===== src/rtl/disk_dma_pkg.sv =====
// Shared types and helpers for the disk<->memory DMA sequencer.
package disk_dma_pkg;

  typedef enum logic [1:0] {
    IDLE = 2'd0,
    XFER = 2'd1,
    DONE = 2'd2,
    ERR  = 2'd3
  } state_e;

  localparam logic DIR_LOAD  = 1'b0;
  localparam logic DIR_STORE = 1'b1;

  // Wide arithmetic so a huge track or count can never wrap back into range.
  function automatic logic range_ok(input logic [31:0] trk,
                                    input logic [31:0] sec,
                                    input logic [63:0] len,
                                    input logic [31:0] sectors,
                                    input logic [31:0] tracks);
    logic [65:0] last;
    logic [65:0] cap;
    last = 66'(trk) * 66'(sectors) + 66'(sec) + 66'(len);
    cap  = 66'(tracks) * 66'(sectors);
    return (sec < sectors) && (last <= cap);
  endfunction

endpackage


===== src/rtl/disk_addr_step.sv =====
// Track/sector incrementer: advances one sector, wrapping to the next track at SECTORS.
module disk_addr_step #(
  parameter int SECTORS = 2
) (
  input  logic [31:0] trk,
  input  logic [31:0] sec,
  output logic [31:0] trk_nxt,
  output logic [31:0] sec_nxt
);

  logic [31:0] sec_inc;

  always_comb begin
    sec_inc = sec + 32'd1;
    trk_nxt = trk;
    sec_nxt = sec_inc;
    if (sec_inc >= 32'(SECTORS)) begin
      sec_nxt = '0;
      trk_nxt = trk + 32'd1;
    end
  end

endmodule


===== src/rtl/disk_dma_ctrl.sv =====
// Single-channel DMA sequencer: moves cnt words disk->mem (LOAD) or mem->disk (STORE).
// Optional running word checksum output enabled by DISK_DMA_CHECKSUM_EN.
//
// state | meaning
// IDLE  | waiting for start; address registers hold their last values
// XFER  | moving one word per clock, busy high
// DONE  | one-cycle done pulse
// ERR   | one-cycle err pulse, job rejected for range
module disk_dma_ctrl
  import disk_dma_pkg::*;
#(
  parameter int SECTORS = 2,
  parameter int TRACKS  = 2,
  parameter int MEM_AW  = 10,
  parameter int CNT_W   = 16
) (
  input  logic              clk,
  input  logic              rst_n,
  input  logic              start,
  input  logic              dir,
  input  logic [31:0]       trk0,
  input  logic [31:0]       sec0,
  input  logic [MEM_AW-1:0] mem0,
  input  logic [CNT_W-1:0]  cnt,
  output logic              busy,
  output logic              done,
  output logic              err,
  output logic [31:0]       disk_s,
  output logic [31:0]       disk_t,
  output logic              disk_we,
  output logic [31:0]       disk_wdata,
  input  logic [31:0]       disk_rdata,
  output logic [MEM_AW-1:0] mem_addr,
  output logic              mem_we,
  output logic [31:0]       mem_wdata,
  input  logic [31:0]       mem_rdata
`ifdef DISK_DMA_CHECKSUM_EN
  ,
  output logic [31:0]       csum
`endif
);

  state_e            state;
  logic              dir_q;
  logic [31:0]       trk_q;
  logic [31:0]       sec_q;
  logic [31:0]       trk_nxt;
  logic [31:0]       sec_nxt;
  logic [MEM_AW-1:0] addr_q;
  logic [CNT_W-1:0]  rem_q;
  logic              xfer;
  logic              is_load;
  logic              ok;

  disk_addr_step #(.SECTORS(SECTORS)) u_step (
    .trk     (trk_q),
    .sec     (sec_q),
    .trk_nxt (trk_nxt),
    .sec_nxt (sec_nxt)
  );

  assign ok      = range_ok(trk0, sec0, 64'(cnt), 32'(SECTORS), 32'(TRACKS));
  assign xfer    = (state == XFER);
  assign is_load = (dir_q == DIR_LOAD);

  // Enables decode straight from state so an async reset drops them immediately.
  assign mem_we     = xfer & is_load;
  assign disk_we    = xfer & ~is_load;
  assign mem_wdata  = mem_we  ? disk_rdata : '0;
  assign disk_wdata = disk_we ? mem_rdata  : '0;

  assign busy     = xfer;
  assign done     = (state == DONE);
  assign err      = (state == ERR);
  assign disk_s   = trk_q;
  assign disk_t   = sec_q;
  assign mem_addr = addr_q;

  always_ff @(posedge clk or negedge rst_n) begin
    if (!rst_n) begin
      state  <= IDLE;
      dir_q  <= DIR_LOAD;
      trk_q  <= '0;
      sec_q  <= '0;
      addr_q <= '0;
      rem_q  <= '0;
    end else begin
      case (state)
        IDLE: begin
          if (start) begin
            if (cnt == '0) begin
              state <= DONE;
            end else if (!ok) begin
              state <= ERR;
            end else begin
              state  <= XFER;
              dir_q  <= dir;
              trk_q  <= trk0;
              sec_q  <= sec0;
              addr_q <= mem0;
              rem_q  <= cnt;
            end
          end
        end
        XFER: begin
          trk_q  <= trk_nxt;
          sec_q  <= sec_nxt;
          addr_q <= addr_q + MEM_AW'(1);
          rem_q  <= rem_q - CNT_W'(1);
          if (rem_q == CNT_W'(1)) state <= DONE;
        end
        DONE:    state <= IDLE;
        ERR:     state <= IDLE;
        default: state <= IDLE;
      endcase
    end
  end

`ifdef DISK_DMA_CHECKSUM_EN
  always_ff @(posedge clk or negedge rst_n) begin
    if (!rst_n) begin
      csum <= '0;
    end else if (state == IDLE && start && (cnt == '0 || ok)) begin
      csum <= '0;
    end else if (xfer) begin
      csum <= csum + (is_load ? disk_rdata : mem_rdata);
    end
  end
`endif

endmodule


===== config.mk =====
export PLATFORM = sky130hd
export DESIGN_NAME = disk_dma_ctrl
export DESIGN_NICKNAME = d
export VERILOG_FILES = /design/src/rtl/disk_dma_pkg.sv /design/src/rtl/disk_addr_step.sv /design/src/rtl/disk_dma_ctrl.sv
export SDC_FILE = /design/constraint.sdc
export NUM_CORES = 1
export LEC_CHECK = 0
export BUFFER_PORTS_ARGS = -buffer_cell sky130_fd_sc_hd__buf_2
export CAP_MARGIN = 5
export CORE_UTILIZATION = 30
export DETAILED_ROUTE_END_ITERATION = 16
export HOLD_SLACK_MARGIN = 0.08
export PLACE_DENSITY = 0.55
export SYNTH_ARGS = -nofsm -noshare
export SYNTH_HDL_FRONTEND = slang
export SYNTH_SLANG_ARGS = --single-unit
export TNS_END_PERCENT = 5

===== constraint.sdc =====
create_clock -name clk -period 3.25 [get_ports clk]
set_input_delay 0.1625 -clock clk [delete_from_list [all_inputs] [get_ports clk]]
set_output_delay 0.1625 -clock clk [all_outputs]
set_load 0.005 [all_outputs]

==> impl_metrics.py, run 1 <==
metrics = {
    "worst_setup_path": {
        "cp_cell_sequence": "buf_6 -> fa_1 -> ha_2 -> inv_2 -> fa_2 -> nand2b_4 -> a211oi_4 -> or3b_4 -> and4_1 -> nor4_2 -> a2111oi_4 -> nand4b_1 -> or4_4 -> nor4_4 -> buf_6 -> buf_4 -> mux2i_1 -> or2_1",
        "endpoint": "mem_addr[0]",
        "worstPathArrival_ps": 4030,
        "rr_worst_depth": 12,
        "start_kind": "primary input",
        "critPathTopFamily": "simple AND/OR/NAND/NOR gates",
        "startpoint": "trk0[0]",
        "crit_required_ps": 3490,
        "ff2ff_setup_slack_ps": -150,
        "end_kind": "flop",
        "r2r-start": "disk_t[0]",
        "max_stage_delay_ps": 540,
        "critical_path.slowest_cell": "or4_4",
        "cp_num_cells": 18,
        "crit_top_cell": "buf_6",
        "cp_max_fo": 5,
        "crit_buf_inv": 4,
        "worstSetupPathType": "primary input to flop",
        "r2r_end": "disk_s[14]",
    },
    "power_and_ir_drop": {
        "p_per_area_mw_per_mm2": 521.1,
        "total_power_mw": 6.855,
        "peakVddDrop_uv": 303.0,
        "power.leakage_nw": 6.588,
    },
    "timing": {
        "worstMarginPinSlew_ps": 868.1,
        "slew_viol_final": 0,
        "fmax_ghz": 0.2638,
        "setup-violations-final": 92,
        "worst_hold_slack_ps": 93.63,
        "timing.clock.skew_ps": 14.33,
        "hold_violations": 0,
        "tns_ps": -35690,
        "timing.slew.headroom_pct": 42.07,
        "fin_crit_ps": 3791,
        "setup_ws_ps": -540.8,
        "rsz0062_at_grt": "true",
        "fin_crit_sh_pct": 116.6,
    },
    "synthesis": {
        "synth_edf_count": 0,
        "async_reset_ff_share_pct": 100.0,
        "ys_seq_area_share_pct": 26.32,
        "syn_area_per_cell_um2": 8.096,
        "ys.flop_type": "dfrtp_1",
        "syn_area_mm2": 0.008841,
        "yosys_register_bits": 93,
        "ys_types": 82,
        "synth_nets": 1321,
        "netlist_instances": 1092,
        "yosysWarnings": 0,
    },
    "finish": {
        "n_antenna_cell": 0,
        "fin_cells": 1985,
        "finish.utilization_pct": 45.58,
        "fillCellCount": 2929,
        "multiInputGateArea_mm2": 0.006396,
        "regArea_mm2": 0.002327,
        "layout.nets": 1825,
        "area_delta_synth_final_pct": 48.78,
        "drive_above_1_share_pct": 40.10,
    },
    "clocking": {
        "cts_buffers": 9,
        "cts_sinks": 93,
        "htreeDepth": 3,
        "cts_tree": "built",
        "clkTransAtPathRegs_ps": 80,
        "root_buffer": "clkbuf_16",
        "cts_max_path_buffers": 2,
        "clk_latency_ps": 350,
    },
    "floorplan": {
        "die_y_um": 173.7,
        "die_w_um": 173.7,
        "start_util_pct": 30.64,
        "core-area_mm2": 0.02886,
        "io_pins": 301,
        "die_area_mm2": 0.03016,
        "fp-row-count": 62,
    },
    "place": {
        "place_inst": 1961,
        "port_buffers": 300,
        "place_congestion": 0.9329,
        "detailed_place_hpwl_um": 29900,
    },
    "drt": {
        "route.detailed.drc": 0,
        "drt_wl_total_um": 36340,
        "dr.pass1.iters": 5,
        "final_antenna_net_count": 0,
        "wl_per_cell_um": 18.31,
        "first_iter_violations": 892,
        "viasPerCell": 5.290,
        "dr_total_vias": 10500,
    },
    "grt": {
        "antenna_found_initial": 0,
        "grt_pass1_vias": 9869,
        "grt_max_degree": 76,
        "grt_usage_pct": 23.62,
        "grt_overflow_total": 0,
        "grt_pass1_wl_um": 56150,
    },
    "run_status": {
        "status": "finished, violations left",
        "violations": "negative setup slack",
    },
    "flow_run": {
        "drv_cap": 0,
    },
    "hold_path": {
        "holdCritPathClass": "primary input to flop",
    },
}
stage by stage:
step           cell area [um2]  setup WS, ps
2_1_floorplan             8920        -717.0
3_3_place_gp             12540        -967.9
3_5_place_dp             12540         -1051
4_1_cts                  12970        -572.1
5_1_grt                  13150        -713.0
6_report                 13150        -540.8
repair_timing:
item / 4_1_cts / 5_1_grt
cloned: 0 / 0
hold endpoints to repair: 54 / 0
gates resized for setup: 24 / 37
setup buffers: 1 / 3
endpoints found under the setup margin: 92 / 92
pin swaps: 19 / 9
hold buffers: 4 / 0
metal layers:
| layer | GRT usage (%) | routed length (um) |
|---|---|---|
| met1 | 33.11 | 16690 |
| met2 | 37.63 | 16710 |
| met3 | 3.399 | 2024 |
| met4 | 6.689 | 909 |
| met5 | 0 | 0 |
how the worst min path moves through the flow:
stage	startpoint	slack (ps)	cells after the start	endpoint
after floorplan	rst_n	-130	0	dir_q
after detailed placement	rst_n	290	1	disk_t[24]
final	mem0[6]	90	3	mem_addr[6]
after global placement	rst_n	270	1	disk_t[24]
after CTS	mem0[6]	90	3	mem_addr[6]
after global routing	start	120	3	state[1]
kinds of logic after synthesis:
kind of cell    after synthesis  share of synthesized area, %
simple gates                499                         30.61
compound gates              278                         21.81
buf+inv                     101                         4.529
flops                        93                         26.32
fa+ha+maj                    71                         11.41
xor+xnor                     28                         2.774
mux                          22                         2.547
cells in the mapped netlist (4+ instances only):
master	instances	area (um2)
o211ai_1	14	105.1
a21oi_1	69	345.3
xnor2_1	15	131.4
nand4_1	30	187.7
nand2b_1	10	62.56
a311oi_1	4	35.03
and4_1	8	70.07
o22ai_1	15	93.84
o21bai_1	6	45.04
o21ai_0	39	195.2
ha_1	55	688.2
a41oi_1	6	52.55
nor2b_1	4	25.02
dfrtp_1	93	2327
o31ai_1	7	52.55
nand2_1	87	326.6
nand3b_1	4	30.03
and3_1	79	494.2
a21boi_0	4	30.03
a31o_2	8	70.07
or3_1	7	43.79
clkbuf_1	41	153.9
a21o_1	10	75.07
and2_1	44	275.3
xor2_1	13	113.9
mux2i_1	18	180.2
nand4b_1	5	43.79
or4_1	8	60.06
nor3_1	23	115.1
a211oi_1	9	67.56
a31oi_1	6	37.54
a22oi_1	4	30.03
o21ai_1	11	55.05
fa_1	16	320.3
a211o_1	6	52.55
mux2_2	4	45.04
o221ai_1	4	35.03
o22a_1	4	35.03
o21a_1	13	97.59
inv_1	48	180.2
buf_2	8	40.04
o221a_2	8	90.09
nand3_1	51	255.2
nor4_1	33	206.5
nor2_1	85	319.1
final cells by class:
type / count / share of cell area, %
multi-input combinational: 898 / 48.63
timing repair buffer: 546 / 26.48
sequential: 93 / 17.69
tap: 384 / 3.653
clock buffer: 11 / 1.845
inverter: 48 / 1.370
clock inverter: 5 / 0.3329
flip-flops by register name (all words and copies together) (netlist names):
signal,flops
mem_addr,10
disk_s,32
state,2
dir_q,1
rem_q,16
disk_t,32
report_power, final:
part           switching, mW  leakage (nW)  internal (mW)  total [mW]
clock                  0.494         0.140          0.549        1.04
combinational           2.18          5.35           1.82        3.99
sequential             0.386          1.10           1.43        1.82
worst min-delay path: cells and delay by family:
family                 cells  cell delay (ps)
buffers and inverters      1               90
AO/OA/AOI/OAI              2              150
cells in the final DEF, fill, tap and decap left out, drive strengths merged, types with 18 or more instances in the layout:
cell and count:
a21oi 70, and2 45, and3 79, buf 542, dfrtp 93, ha 55, inv 49, mux2i 18
nand2 87, nand3 51, nand4 30, nor2 86, nor3 23, nor4 36, o21ai 50
Note: power is estimated with default switching activity, not from simulation.
==> run 2: changes to the inputs <==
--- a/config.mk
+++ b/config.mk
@@ -11,6 +11,7 @@
 export DETAILED_ROUTE_END_ITERATION = 16
 export HOLD_SLACK_MARGIN = 0.08
 export PLACE_DENSITY = 0.55
+export REMOVE_ABC_BUFFERS = 1
 export SYNTH_ARGS = -nofsm -noshare
 export SYNTH_HDL_FRONTEND = slang
 export SYNTH_SLANG_ARGS = --single-unit
==> run 2 against run 1 <==
The flow still finishes with violations (negative setup slack). Power up 0.57%. Global-route usage down 0.25 points. Utilization down 0.27 points. Design area down 0.59%. Highest routed layer unchanged.
==> impl_metrics.py, run 2 (synthesized netlist as in run 1, its figures left out) <==
metrics = {
    "hold_path": {
        "hold_end": "state[1]",
        "hp-start": "start",
        "holdCritPathClass": "primary input to flop",
        "whs_path_depth": 3,
    },
    "clocking": {
        "clkTransAtPathRegs_ps": 80,
        "clk_latency_ps": 360,
        "cts_buffers": 9,
        "cts_tree": "built",
        "htreeDepth": 3,
        "cts_sinks": 93,
        "root_buffer": "clkbuf_16",
        "cts_max_path_buffers": 2,
    },
    "drt": {
        "first_iter_violations": 728,
        "wl_per_cell_um": 18.08,
        "route.detailed.drc": 0,
        "viasPerCell": 5.288,
        "dr.pass1.iters": 5,
        "dr_total_vias": 10470,
        "drt_wl_total_um": 35800,
        "final_antenna_net_count": 0,
    },
    "worst_setup_path": {
        "cp_max_fo": 5,
        "r2r_end": "disk_s[26]",
        "end_kind": "flop",
        "max_stage_delay_ps": 550,
        "r2r-start": "disk_t[0]",
        "critical_path.slowest_cell": "fa_1",
        "worstSetupPathType": "primary input to flop",
        "worstPathArrival_ps": 4160,
        "ff2ff_setup_slack_ps": -330,
        "rr_worst_depth": 12,
        "start_kind": "primary input",
        "startpoint": "trk0[0]",
        "crit_required_ps": 3500,
        "cp_cell_sequence": "buf_8 -> fa_1 -> ha_2 -> inv_2 -> fa_2 -> nand2b_4 -> a211oi_2 -> buf_4 -> nor2_4 -> xnor2_2 -> or4_4 -> nor4_4 -> nand4_1 -> or4_4 -> nor4_4 -> buf_4 -> buf_12 -> mux2i_1 -> or2_1",
    },
    "timing": {
        "setup-violations-final": 92,
        "fin_crit_ps": 3909,
        "worstMarginPinSlew_ps": 845.7,
        "setup_ws_ps": -659.0,
        "rsz0062_at_grt": "true",
        "fmax_ghz": 0.2558,
        "timing.slew.headroom_pct": 43.56,
        "fin_crit_sh_pct": 120.3,
        "slew_viol_final": 0,
        "hold_violations": 0,
        "timing.clock.skew_ps": 12.03,
    },
    "finish": {
        "area_delta_synth_final_pct": 47.91,
        "n_antenna_cell": 0,
        "drive_above_1_share_pct": 39.35,
        "fin_cells": 1980,
        "design_area_mm2": 0.01308,
        "layout_commonest_cell": "buf_2",
        "layout.nets": 1820,
        "mostFrequentLayoutCells": "buf_2, buf_4, dfrtp_1",
    },
    "floorplan": {
        "start_util_pct": 30.64,
        "die_w_um": 173.7,
        "core-area_mm2": 0.02886,
        "die_y_um": 173.7,
        "io_pins": 301,
        "fp-row-count": 62,
        "die_area_mm2": 0.03016,
    },
    "grt": {
        "grt_overflow_total": 0,
        "grt_max_degree": 76,
        "grt_pass1_vias": 10180,
        "grt_util_met3_pct": 3.728,
        "grt_pass1_wl_um": 55880,
        "busiest_layer": "met2",
        "grt_use_met2_pct": 38.72,
        "grt_usage_pct": 23.37,
        "use_met1_pct": 31.05,
        "antenna_found_initial": 0,
    },
    "place": {
        "place_inst": 1955,
        "port_buffers": 300,
        "dpl_cell_area_mm2": 0.01242,
        "detailed_place_hpwl_um": 28980,
        "place_congestion": 0.9515,
    },
    "power_and_ir_drop": {
        "power.leakage_nw": 6.571,
        "peakVddDrop_uv": 392.2,
        "p_per_area_mw_per_mm2": 527.2,
    },
    "flow_run": {
        "drv_cap": 0,
    },
    "run_status": {
        "status": "finished, violations left",
        "violations": "negative setup slack",
    },
}
run 2: where the power goes:
part	internal, mW	switching, mW	leakage [nW]
Combinational	1.83	2.16	5.33
Sequential	1.43	0.369	1.10
Clock	0.601	0.494	0.150
run 2: critical path, delay by kind of cell:
kind	cells	cell delay, ps
fa+ha+maj	3	1070
mux	1	70
compound gates	1	200
buf+inv	5	650
simple gates	8	1880
xor+xnor	1	120
run 2: repair_timing:
item                                    4_1_cts  5_1_grt
gates cloned                                  1        0
endpoints found under the setup margin       92       92
hold endpoints to repair                     52        0
pin swaps                                    22        9
gates resized for setup                      37       22
hold buffers                                  6        0
buffers inserted                              1        1
run 2: final cells by class:
class                      instances  area [um2]
clock inverter                     7       75.07
inverter                          48       180.2
clock buffer                       9       225.2
tap                              384       480.5
fill                            2985       15780
timing repair buffer             541        3435
sequential                        93        2327
multi-input combinational        898        6354
run 2: worst max path at each step:
stage	endpoint	cells after the start
final	rem_q[0]	19
after global routing	rem_q[0]	19
after CTS	mem_addr[0]	19
after detailed placement	rem_q[7]	19
after global placement	rem_q[6]	19
after floorplan	disk_s[14]	10
run 2: stage by stage:
| step | utilization (%) | TNS, ps | power [mW] | setup WS [ps] | hold WS, ps |
|---|---|---|---|---|---|
| after detailed placement | 43.03 | -93680 | 5.561 | -1174 | 250.4 |
| final | 45.31 | -46390 | 6.894 | -659.0 | 98.13 |
| after global routing | 45.31 | -62520 | 7.416 | -843.8 | 95.39 |
| after floorplan | - | -118650 | 3.691 | -1857 | -133.1 |
| after global placement | 43.03 | -87480 | 5.504 | -1075 | 247.9 |
| after CTS | 44.90 | -45910 | 6.786 | -630.5 | 87.17 |
run 2: routing by layer:
layer | wire length (um) | part of all wire [%]
met2 | 16880 | 47
met3 | 1721 | 4.8
met1 | 16320 | 46
met5 | 0 | 0
met4 | 881 | 2.5
